**config.mk**
```make
export PLATFORM = sky130hd
export DESIGN_NAME = stopwatch_lap
export DESIGN_NICKNAME = d
export VERILOG_FILES = /design/src/rtl/stopwatch_lap.sv
export SDC_FILE = /design/constraint.sdc
export NUM_CORES = 1
export LEC_CHECK = 0
export BUFFER_PORTS_ARGS = -buffer_cell sky130_fd_sc_hd__buf_2
export CAP_MARGIN = 20
export CORE_MARGIN = 1.5
export CORE_UTILIZATION = 57
export CTS_CLUSTER_DIAMETER = 50
export DETAILED_ROUTE_END_ITERATION = 7
export PLACE_DENSITY = 0.81
export SLEW_MARGIN = 20
export SYNTH_ARGS = -nofsm -noshare
export SYNTH_HDL_FRONTEND = slang
export SYNTH_SLANG_ARGS = --single-unit
```
**constraint.sdc**
```tcl
create_clock -name clk -period 3.3 [get_ports clk]
set_clock_uncertainty 0.2 [all_clocks]
set_input_delay 0.33 -clock clk [delete_from_list [all_inputs] [get_ports clk]]
set_output_delay 0.33 -clock clk [all_outputs]
set_load 0.05 [all_outputs]
```
**src/rtl/stopwatch_lap.sv**
```systemverilog
// Parametrised BCD stopwatch with up/down count, preset load, expiry flag and lap capture.
// Lap capture is built only when STOPWATCH_LAP_EN is defined; otherwise lap_bcd/lap_valid are constant 0.
module stopwatch_lap #(
  parameter int TICK_DIV    = 50000,
  parameter int FRAC_DIGITS = 2,
  parameter int SEC_DIGITS  = 2,
  localparam int ND = FRAC_DIGITS + SEC_DIGITS,
  localparam int W  = 4 * ND
) (
  input  logic         clk,
  input  logic         rst_n,
  input  logic         start,
  input  logic         stop,
  input  logic         clear,
  input  logic         load,
  input  logic [W-1:0] load_val,
  input  logic         mode_down,
  input  logic         lap,
  output logic [W-1:0] time_bcd,
  output logic [W-1:0] lap_bcd,
  output logic         lap_valid,
  output logic         running,
  output logic         expired,
  output logic         ovf
);

  localparam int PW = $clog2(TICK_DIV);
  localparam logic [PW-1:0] PRESC_MAX = PW'(TICK_DIV - 1);

  typedef enum logic [1:0] {
    IDLE  = 2'd0,
    RUN   = 2'd1,
    PAUSE = 2'd2,
    DONE  = 2'd3
  } state_t;

  state_t        state_q, state_d;
  logic [PW-1:0] presc_q, presc_d;
  logic [W-1:0]  time_q, time_d;
  logic          mode_q, mode_d;
  logic          ovf_d;

  function automatic logic [W-1:0] bcd_inc(input logic [W-1:0] v);
    logic [W-1:0] r;
    logic         carry;
    r     = v;
    carry = 1'b1;
    for (int i = 0; i < ND; i++) begin
      if (carry) begin
        if (v[4*i +: 4] >= 4'd9) begin
          r[4*i +: 4] = 4'd0;
        end else begin
          r[4*i +: 4] = v[4*i +: 4] + 4'd1;
          carry       = 1'b0;
        end
      end
    end
    return r;
  endfunction

  function automatic logic [W-1:0] bcd_dec(input logic [W-1:0] v);
    logic [W-1:0] r;
    logic         borrow;
    r      = v;
    borrow = 1'b1;
    for (int i = 0; i < ND; i++) begin
      if (borrow) begin
        if (v[4*i +: 4] == 4'd0) begin
          r[4*i +: 4] = 4'd9;
        end else begin
          r[4*i +: 4] = v[4*i +: 4] - 4'd1;
          borrow      = 1'b0;
        end
      end
    end
    return r;
  endfunction

  function automatic logic all_nines(input logic [W-1:0] v);
    logic r;
    r = 1'b1;
    for (int i = 0; i < ND; i++) begin
      if (v[4*i +: 4] != 4'd9) r = 1'b0;
    end
    return r;
  endfunction

  // Non-decimal nibbles in a preset saturate to 9 so time_bcd is always valid BCD.
  function automatic logic [W-1:0] bcd_clamp(input logic [W-1:0] v);
    logic [W-1:0] r;
    r = v;
    for (int i = 0; i < ND; i++) begin
      if (v[4*i +: 4] > 4'd9) r[4*i +: 4] = 4'd9;
    end
    return r;
  endfunction

  // Edge priority: clear > load > stop > start; counting only on edges with no control action.
  always_comb begin
    state_d = state_q;
    presc_d = presc_q;
    time_d  = time_q;
    mode_d  = mode_q;
    ovf_d   = 1'b0;
    if (clear) begin
      state_d = IDLE;
      presc_d = '0;
      time_d  = '0;
    end else if (load && (state_q != RUN)) begin
      time_d  = bcd_clamp(load_val);
      presc_d = '0;
      state_d = (state_q == IDLE) ? IDLE : PAUSE;
    end else if (stop) begin
      if (state_q == RUN) state_d = PAUSE;
    end else if (start && (state_q == IDLE)) begin
      state_d = RUN;
      presc_d = '0;
      mode_d  = mode_down;
    end else if (start && (state_q == PAUSE)) begin
      state_d = RUN;
    end else if (state_q == RUN) begin
      if (mode_q && (time_q == '0)) begin
        state_d = DONE;
      end else if (presc_q == PRESC_MAX) begin
        presc_d = '0;
        if (mode_q) begin
          time_d = bcd_dec(time_q);
          if (time_d == '0) state_d = DONE;
        end else begin
          time_d = bcd_inc(time_q);
          ovf_d  = all_nines(time_q);
        end
      end else begin
        presc_d = presc_q + PW'(1);
      end
    end
  end

  always_ff @(posedge clk or negedge rst_n) begin
    if (!rst_n) begin
      state_q <= IDLE;
      presc_q <= '0;
      time_q  <= '0;
      mode_q  <= 1'b0;
      ovf     <= 1'b0;
      running <= 1'b0;
      expired <= 1'b0;
    end else begin
      state_q <= state_d;
      presc_q <= presc_d;
      time_q  <= time_d;
      mode_q  <= mode_d;
      ovf     <= ovf_d;
      running <= (state_d == RUN);
      expired <= (state_d == DONE);
    end
  end

  assign time_bcd = time_q;

`ifdef STOPWATCH_LAP_EN
  // Captures the pre-edge time, so a lap on a tick edge records the value before the update.
  always_ff @(posedge clk or negedge rst_n) begin
    if (!rst_n) begin
      lap_bcd   <= '0;
      lap_valid <= 1'b0;
    end else if (clear) begin
      lap_bcd   <= '0;
      lap_valid <= 1'b0;
    end else if (lap && (state_q != IDLE)) begin
      lap_bcd   <= time_q;
      lap_valid <= 1'b1;
    end
  end
`else
  logic unused_lap;
  assign unused_lap = lap;
  assign lap_bcd    = '0;
  assign lap_valid  = 1'b0;
`endif

endmodule

```
==> flow_summary.yaml <==
outcome:
  status: "complete, no violations"
clocking:
  ctsResizeCount: 0
  cts_tree: "yes"
  clock-root-buffer: "clkbuf_8"
  clkTransAtPathRegs_ns: 0.09
  cts_buffer_depth: 2
  h-tree-depth: 2
  cts_buffers: 5
  clk_latency_ns: 0.31
  cts_setup_buffers: 0
  cts_sinks: 38
die:
  core-area_mm2: 0.00561
  fp-row-count: 27
  start_util: 0.601
  die_h_um: 79.9
  die_w_um: 79.9
  io_pins: 60
  die-area_mm2: 0.00638
setup_path:
  path_class: "reg -> reg"
  path_cells: "inv_1 > ha_1 > or3b_4 > o41ai_4 > buf_4 > nor2_2 > a21o_1 > mux2_1"
  worstReg2RegEnd: "time_bcd[5]$_DFFE_PN0P_"
  critPathTopFamily: "compound AO/OA/AOI/OAI gates"
  rr_startpoint: "time_bcd[1]$_DFFE_PN0P_"
  worst_setup_path_start_kind: "flop"
  critPathMaxFanout: 10
  cp.required_ns: 3.29
  cp_data_arrival_time_ns: 2.92
  rrSetupSlack_ns: 0.37
  r2r_cells: 8
  endpoint_kind: "flop"
  crit_buf_inv: 2
  cpMaxStageDelayCell: "dfrtp_1"
  max_stage_delay_ns: 0.46
min_path:
  min_from: "mode_down"
  min_path_type: "in -> reg"
  holdPathStages: 3
  hold_end: "mode_q$_DFFE_PN0P_"
synth:
  synth-main-ff-cell: "dfrtp_1"
  synth_cell_types: 71
  synth_seq_cells: 38
  yosys_warnings: 0
  synth-edff-count: 0
  ys_seq_area_frac: 0.282
  synth.avg_cell_area_um2: 8.06
  syn-instance-count: 418
  syn_area_mm2: 0.00337
  synth-async-reset-ratio: 1.00
drt:
  drc: 0
  firstDrtPassIters: 5
  drtIter0Drc: 325
  wl_per_cell_um: 16.0
  num_vias: 3274
  drtAntennaViolNets: 0
  wirelength_mm: 8.37
  vias_per_cell: 6.26
grt:
  overflow: 0
  grt_pass1_wl_mm: 14.2
  antenna_found_initial: 0
  grt_max_degree: 39
  grt_use_total: 0.282
  grt_pass1_vias: 2892
layout:
  drive_gt1_frac: 0.184
  finalNetCount: 488
  diodes: 0
  layout_commonest_cell: "buf_2"
  layout_common_cells: "41 x buf_2, 38 x dfrtp_1, 37 x nor2_1, 35 x nand2_1, 29 x o21ai_0"
  syn2layout_area_growth_pct: 7.87
  fill_cells: 519
job:
  cap_violations: 0
place:
  gp_congestion: 0.902
  place.port_buffers: 41
  place_ws_ns: 0.387
  detailed_place_hpwl_mm: 5.98
pwr:
  peakVddDrop_mv: 0.229
  p_leak_nw: 1.60
  power_density_mw_per_mm2: 458
  p_total_w: 0.00167
sta:
  hold_ws_ns: 0.0566
  setup_viol: 0
  max_freq_ghz: 0.341
  period_share: 0.889
  tns_ns: 0
  drv_slew: 0
  finalHoldViolations: 0
  tightest_slew_ns: 0.877
  rsz0062_at_grt: "no"
  slew-limit-headroom: 0.416
  fin_ws_ns: 0.366
  finalCriticalPeriod_ns: 2.93
-- per-layer routing --
metal	GRT usage	up-vias	wire, um
met4	0.112	0	176
met5	0	-	0
li1	-	1574	-
met3	0.0571	18	630
met1	0.400	1531	3750
met2	0.418	151	3820
-- final cells by class --
class | instances | area [um^2] | area share
Clock buffer | 6 | 82.6 | 0.0227
Clock inverter | 2 | 12.5 | 0.00344
Multi-Input combinational cell | 338 | 2160 | 0.595
Inverter | 18 | 67.6 | 0.0186
Sequential cell | 38 | 951 | 0.262
Tap cell | 72 | 90.1 | 0.0248
Timing Repair Buffer | 49 | 268 | 0.0736
-- worst max-delay path by stage --
stage / startpoint / end / slack, ns / cells past startpoint
floorplan: time_bcd[4]$_DFFE_PN0P_ / time_bcd[5]$_DFFE_PN0P_ / 0.48 / 7
global placement: time_bcd[1]$_DFFE_PN0P_ / time_bcd[6]$_DFFE_PN0P_ / 0.46 / 8
detailed placement: time_bcd[1]$_DFFE_PN0P_ / time_bcd[2]$_DFFE_PN0P_ / 0.39 / 9
CTS: time_bcd[1]$_DFFE_PN0P_ / time_bcd[2]$_DFFE_PN0P_ / 0.36 / 9
global route: time_bcd[1]$_DFFE_PN0P_ / time_bcd[2]$_DFFE_PN0P_ / 0.12 / 9
finish: time_bcd[1]$_DFFE_PN0P_ / time_bcd[5]$_DFFE_PN0P_ / 0.37 / 8
-- repair_timing --
action,4_1_cts,5_1_grt
hold buffers,1,0
setup endpoints to repair,0,0
endpoints found under the hold margin,38,0
-- Yosys cell counts, types with 3 or more instances --
cell type / n / area (um^2)
nand2b_1: 7 / 43.8
buf_2: 6 / 30.0
or2_2: 3 / 18.8
ha_1: 14 / 175
a221oi_1: 7 / 61.3
nand3b_1: 3 / 22.5
o31ai_1: 8 / 60.1
nand2_1: 35 / 131
nor3_1: 8 / 40.0
and2_1: 4 / 25.0
clkbuf_1: 13 / 48.8
mux2_2: 4 / 45.0
dfrtp_1: 38 / 951
a21oi_1: 25 / 125
nor3b_1: 6 / 45.0
o21ai_2: 6 / 52.6
mux2i_1: 3 / 30.0
nor2_1: 37 / 139
xnor2_1: 4 / 35.0
inv_1: 18 / 67.6
mux2_1: 3 / 33.8
or3_1: 3 / 18.8
o211ai_1: 5 / 37.5
o21bai_1: 3 / 22.5
nand3_1: 16 / 80.1
nor2b_1: 9 / 56.3
o221ai_1: 3 / 26.3
o21ai_1: 8 / 40.0
a31oi_1: 8 / 50.1
o21ai_0: 29 / 145
nor4_1: 3 / 18.8
and3_1: 4 / 25.0
o41ai_1: 5 / 43.8
nand4_1: 6 / 37.5
buf_4: 17 / 128
-- stage by stage --
step	area [um^2]	instances	util
after floorplan	3430	434	-
after global placement	3530	514	0.630
after detailed placement	3530	514	0.630
after CTS	3640	523	0.648
after global routing	3640	523	0.648
final	3640	523	0.648
-- where the power goes --
part           internal, W  switching, W
registers         0.000498     0.0000979
clock network     0.000168      0.000189
logic             0.000242      0.000471
-- flip-flops by register name, summed over array words and instances (netlist names) --
name	cells
expired	1
mode_q	1
ovf	1
presc_q	16
running	1
state_q	2
time_bcd	16
-- kinds of logic after synthesis --
kind of cell,count (synthesis),share of synthesized area
AOI/OAI and AO/OA,127,0.255
xor gates and xnor gates,6,0.0156
adders and majority gates,14,0.0520
buffers and inverters,58,0.0935
DFF,38,0.282
muxes,10,0.0323
other,1,0.00111
and+or+nand+nor,164,0.268
-- tightest hold or removal path, stage by stage --
cell     delay [ns]
buf_2          0.10
nand2_1        0.04
o21ai_0        0.06
No activity file was read; power rests on OpenSTA's default activity.
